### src/rtl/rr_mux_arbiter.sv
`default_nettype none
//==============================================================================
// rr_mux_arbiter : round-robin owner/hold arbiter driving a shared mux select.
// Optional macro ARB_TIMEOUT_EN adds a forced-release hold timer.  Rev 1.0
//==============================================================================
module rr_mux_arbiter #(
  parameter int p_sel_width = 2,
  parameter int p_timeout   = 16
) (
  input  logic                          i_w_clk,
  input  logic                          i_w_rst_n,
  input  logic [(1<<p_sel_width)-1:0]   i_w_req,
  input  logic                          i_w_done,
  output logic [(1<<p_sel_width)-1:0]   o_w_grant,
  output logic [p_sel_width-1:0]        o_w_sel,
  output logic                          o_w_valid,
  output logic                          o_w_timeout
);

  localparam int       c_num_req  = 1 << p_sel_width;
  localparam logic [0:0] c_st_idle = 1'b0;
  localparam logic [0:0] c_st_hold = 1'b1;

  logic [0:0]             r_state;
  logic [p_sel_width-1:0] r_last;
  logic [p_sel_width-1:0] r_sel;
  logic [c_num_req-1:0]   r_grant;
  logic                   r_valid;

  logic [p_sel_width-1:0] w_base;
  logic [c_num_req-1:0]   w_req_masked;
  logic [p_sel_width-1:0] w_winner;
  logic                   w_found;
  logic                   w_norm_rel;
  logic                   w_force;
  logic                   w_release;

  // While holding, the search starts after the owner and excludes it, so a
  // releasing owner can only win again after an idle cycle.
  always_comb begin
    w_base       = (r_state == c_st_hold) ? r_sel : r_last;
    w_req_masked = i_w_req;
    if (r_state == c_st_hold) begin
      w_req_masked[r_sel] = 1'b0;
    end
    w_found  = 1'b0;
    w_winner = '0;
    for (int i = 0; i < c_num_req; i++) begin
      if (!w_found && w_req_masked[w_base + p_sel_width'(i + 1)]) begin
        w_found  = 1'b1;
        w_winner = w_base + p_sel_width'(i + 1);
      end
    end
  end

  assign w_norm_rel = i_w_done || !i_w_req[r_sel];
  assign w_release  = (r_state == c_st_hold) && (w_norm_rel || w_force);

  always_ff @(posedge i_w_clk) begin
    if (!i_w_rst_n) begin
      r_state <= c_st_idle;
      r_last  <= p_sel_width'(c_num_req - 1);
      r_sel   <= '0;
      r_grant <= '0;
      r_valid <= 1'b0;
    end else begin
      case (r_state)
        c_st_idle: begin
          if (w_found) begin
            r_state <= c_st_hold;
            r_sel   <= w_winner;
            r_grant <= {{(c_num_req-1){1'b0}}, 1'b1} << w_winner;
            r_valid <= 1'b1;
          end
        end
        default: begin
          if (w_release) begin
            r_last <= r_sel;
            if (w_found) begin
              r_sel   <= w_winner;
              r_grant <= {{(c_num_req-1){1'b0}}, 1'b1} << w_winner;
            end else begin
              r_state <= c_st_idle;
              r_grant <= '0;
              r_valid <= 1'b0;
            end
          end
        end
      endcase
    end
  end

`ifdef ARB_TIMEOUT_EN
  localparam int c_cnt_w = $clog2(p_timeout) + 1;

  logic [c_cnt_w-1:0] r_cnt;
  logic               r_timeout;
  logic               w_new_grant;

  assign w_new_grant = w_found && ((r_state == c_st_idle) || w_release);
  // Counter reads p_timeout-1 during the owner's p_timeout-th held cycle.
  assign w_force     = (r_state == c_st_hold) && (r_cnt == c_cnt_w'(p_timeout - 1));

  always_ff @(posedge i_w_clk) begin
    if (!i_w_rst_n) begin
      r_cnt     <= '0;
      r_timeout <= 1'b0;
    end else begin
      r_timeout <= w_release && w_force && !w_norm_rel;
      if (w_new_grant) begin
        r_cnt <= '0;
      end else if (r_state == c_st_hold) begin
        r_cnt <= r_cnt + c_cnt_w'(1);
      end
    end
  end

  assign o_w_timeout = r_timeout;
`else
  assign w_force     = 1'b0;
  assign o_w_timeout = 1'b0;
`endif

  assign o_w_grant = r_grant;
  assign o_w_sel   = r_sel;
  assign o_w_valid = r_valid;

endmodule
`default_nettype wire

### config.mk
export PLATFORM = sky130hd
export DESIGN_NAME = rr_mux_arbiter
export DESIGN_NICKNAME = d
export VERILOG_FILES = /design/src/rtl/rr_mux_arbiter.sv
export SDC_FILE = /design/constraint.sdc
export NUM_CORES = 1
export LEC_CHECK = 0
export CAP_MARGIN = 30
export CORE_UTILIZATION = 49
export CTS_BUF_LIST = sky130_fd_sc_hd__clkbuf_16
export DETAILED_ROUTE_END_ITERATION = 7
export PLACE_DENSITY = 0.77
export SLEW_MARGIN = 5
export SYNTH_ARGS = -nofsm -noshare
export SYNTH_HDL_FRONTEND = slang
export SYNTH_SLANG_ARGS = --single-unit
### constraint.sdc
create_clock -name i_w_clk -period 2.83 [get_ports i_w_clk]
set_clock_uncertainty 0.1 [all_clocks]
set_input_delay 0.849 -clock i_w_clk [delete_from_list [all_inputs] [get_ports i_w_clk]]
set_output_delay 0.849 -clock i_w_clk [all_outputs]
set_load 0.005 [all_outputs]
==> flow_summary.json, run 1 <==
{
  "switching_share_pct": 30.4,
  "portBuffers": 13,
  "min_to": "o_w_grant[2]",
  "drt.antenna.violating_nets": 0,
  "synthTopCellsByArea": "dfxtp_1 (27%), mux2i_1 (9.5%), nand2_1 (6.1%)",
  "drt_pass1_iterations": 4,
  "clock_path_buffers": 2,
  "syn_nets": 90,
  "io_pins": 15,
  "hold_ws_ps": 354,
  "root_buffer": "clkbuf_16",
  "cp_top_family": "compound AO/OA/AOI/OAI gates",
  "reg2reg_slack_ps": 540,
  "cts_num_sinks": 10,
  "worstHoldPathType": "reg2reg",
  "post-place-cells": 117,
  "reg2reg_to": "o_w_grant[0]",
  "die_y_um": 40.8,
  "yosysWarnings": 0,
  "h-tree-depth": 1,
  "synth_top_area_cell": "dfxtp_1",
  "synthArstFlopShare_pct": 0,
  "synth_edf_count": 0,
  "via_per_inst": 5.79,
  "cpMaxStageDelayCell": "clkdlybuf4s50_1",
  "clk_latency_ps": 240,
  "final_net_count": 114,
  "core_area_um2": 1350,
  "drt-initial-drc-count": 23,
  "num_rows": 13,
  "cts_tree": "built",
  "crit_path_end_kind": "register",
  "finalInstanceArea_um2": 997,
  "cts_resized": 0,
  "post-route-drc-count": 0,
  "dp_hpwl_um": 1340,
  "stdcell_count": 121,
  "outcome": "complete, no violations",
  "cp-start-kind": "primary input",
  "n_antenna_cell": 0,
  "cts_buffers": 3,
  "clk_pin_slew_ps": 40,
  "p_clk_share_pct": 36.7,
  "gp_congestion": 0.903,
  "post-route-period-util_pct": 95.9,
  "crit_required_ps": 2890,
  "antenna_found_initial": 0,
  "grt_pass1_vias": 639,
  "path_buf_inv": 1,
  "path_class": "in2reg",
  "netlist_area_um2": 736,
  "start_util_pct": 54.5,
  "ys_seq_area_share_pct": 27.2,
  "wire_per_inst_um": 14.9,
  "synthCells": 83,
  "grt_overflow_total": 0,
  "final_hold_viol_count": 0,
  "power_switching_uw": 211,
  "cp_cell_sequence": "clkdlybuf4s50_1 -> mux2i_1 -> o32a_2 -> a221o_1 -> o211ai_2 -> nand2b_1 -> o31ai_2",
  "area_growth_pct": 35.5,
  "power_density_nw_per_um2": 695,
  "regArea_um2": 200,
  "drv_cap": 0,
  "ys_ff_latch": 10,
  "p_int_uw": 482,
  "cts.hold.buffers_added": 0,
  "fin_crit_ps": 2720,
  "avgSynthCellArea_um2": 8.86,
  "nFillCells": 110,
  "setup_viol": 0,
  "grt_first_pass_wirelength_um": 2800,
  "grt_max_degree": 13,
  "worst_hold_startpoint": "o_w_grant[2]",
  "worstHoldPathCells": 2,
  "yosys.area.top_type_share_pct": 27.2,
  "fmax_mhz": 368,
  "cp-startpoint": "i_w_req[1]",
  "arrival_ps": 2770,
  "seqPwrFrac_pct": 29.1,
  "max_stage_delay_ps": 610,
  "placed_cell_area_um2": 918,
  "synth_cell_types": 34,
  "reg2reg_depth": 6,
  "final_layout_size_suffix_gt1_share_pct": 25.5,
  "vdd_ir_drop_max_mv": 0.479,
  "vias": 700,
  "grt_usage_pct": 26.9,
  "routed_wl_um": 1800,
  "rr_startpoint": "r_state",
  "worstPathMaxFanout": 6,
  "synth_ff_type": "dfxtp_1",
  "leakage_uw": 0.000416,
  "slew_violations": 0,
  "pwr-share-comb_pct": 34.3,
  "postCtsSetupRepairBufs": 0,
  "rsz0062_at_grt": "no",
  "multi_input_area_um2": 468,
  "chipWidth_um": 40.8,
  "dieArea_um2": 1660
}
[registers in the layout, indices dropped and copies added (netlist names)]
name and count:
o_w_sel 2, o_w_valid 1, r_last 2, r_state 1
o_w_grant 4
[per-stage QoR]
stage          power, uW  TNS, ps  utilization [%]  worst slack (ps)
2_1_floorplan        350        0                -               415
3_3_place_gp         431     -111             68.0             -52.9
3_5_place_dp         437     -364             68.0              -111
4_1_cts              696        0             73.9               127
5_1_grt              725        0             73.9              15.4
6_report             693        0             73.9               115
[cells in the final DEF, fill, tap and decap left out, types with 2 or more instances in the layout]
cell type        synthesis  routed
clkdlybuf4s50_1          0      13
nand2_1                 12      12
buf_4                    2      11
dfxtp_1                 10      10
mux2i_1                  7       7
a21oi_1                  7       7
inv_1                    5       5
nand3_1                  5       5
nor2_1                   3       3
o21ai_0                  3       3
clkbuf_16                0       3
or3_1                    2       2
o211ai_2                 2       2
[area by class of cell]
type | instances | share of cell area, %
inverters | 5 | 1.88
well taps | 15 | 1.88
clock buffers | 3 | 7.53
flip-flops and latches | 10 | 20.1
repair buffers | 24 | 21.3
clock inverters | 1 | 0.376
multi-input cells | 63 | 46.9
[synth_stat cells (2+ instances only)]
master    instances
nand2_1          12
a21oi_1           7
dfxtp_1          10
buf_4             2
nor2_1            3
or3_1             2
nand3_1           5
inv_1             5
buf_6             3
mux2i_1           7
o21ai_0           3
o211ai_2          2
[worst max path at each step]
stage	end	slack, ps	depth (start not counted)
floorplan	o_w_grant[1]	420	7
global route	o_w_grant[0]	20	7
global placement	o_w_grant[1]	-50	7
CTS	o_w_grant[0]	130	7
detailed placement	o_w_grant[0]	-110	7
finish	o_w_grant[1]	110	7
[routing by layer]
layer	vias up	global-route usage (%)	wire length [um]
li1	348	-	-
met1	331	32.5	854
met2	19	44.4	822
met3	2	10.3	110
met4	0	6.67	11
met5	-	0	0
[cell families after synthesis]
| kind of cell | count (synthesis) | share of synthesized area (%) |
|---|---|---|
| and+or+nand+nor | 29 | 19.4 |
| muxes | 9 | 14.5 |
| other | 1 | 0.510 |
| AOI/OAI and AO/OA | 24 | 29.3 |
| buffers and inverters | 10 | 9.18 |
| DFF | 10 | 27.2 |
[power by group through the flow]
| stage | clock network, uW | logic [uW] | registers [uW] |
|---|---|---|---|
| 2_1_floorplan | 0 | 166 | 184 |
| 3_3_place_gp | 0 | 230 | 201 |
| 3_5_place_dp | 0 | 235 | 202 |
| 4_1_cts | 258 | 237 | 201 |
| 5_1_grt | 262 | 259 | 205 |
| 6_report | 254 | 238 | 201 |
[worst reg2reg max path, delay by kind of cell, from the launching register on]
kind	cells	cell delay, ps
simple gates	2	550
flops	1	600
mux	1	490
compound gates	3	480
No activity file was read; power rests on OpenSTA's default activity.
==> run 2, diff against run 1 <==
--- a/config.mk
+++ b/config.mk
@@ -14,3 +14,4 @@
 export SYNTH_ARGS = -nofsm -noshare
 export SYNTH_HDL_FRONTEND = slang
 export SYNTH_SLANG_ARGS = --single-unit
+export TNS_END_PERCENT = 50
==> results of run 2 <==
Same layout as run 1: the final DEF is identical, and so are final timing and power.
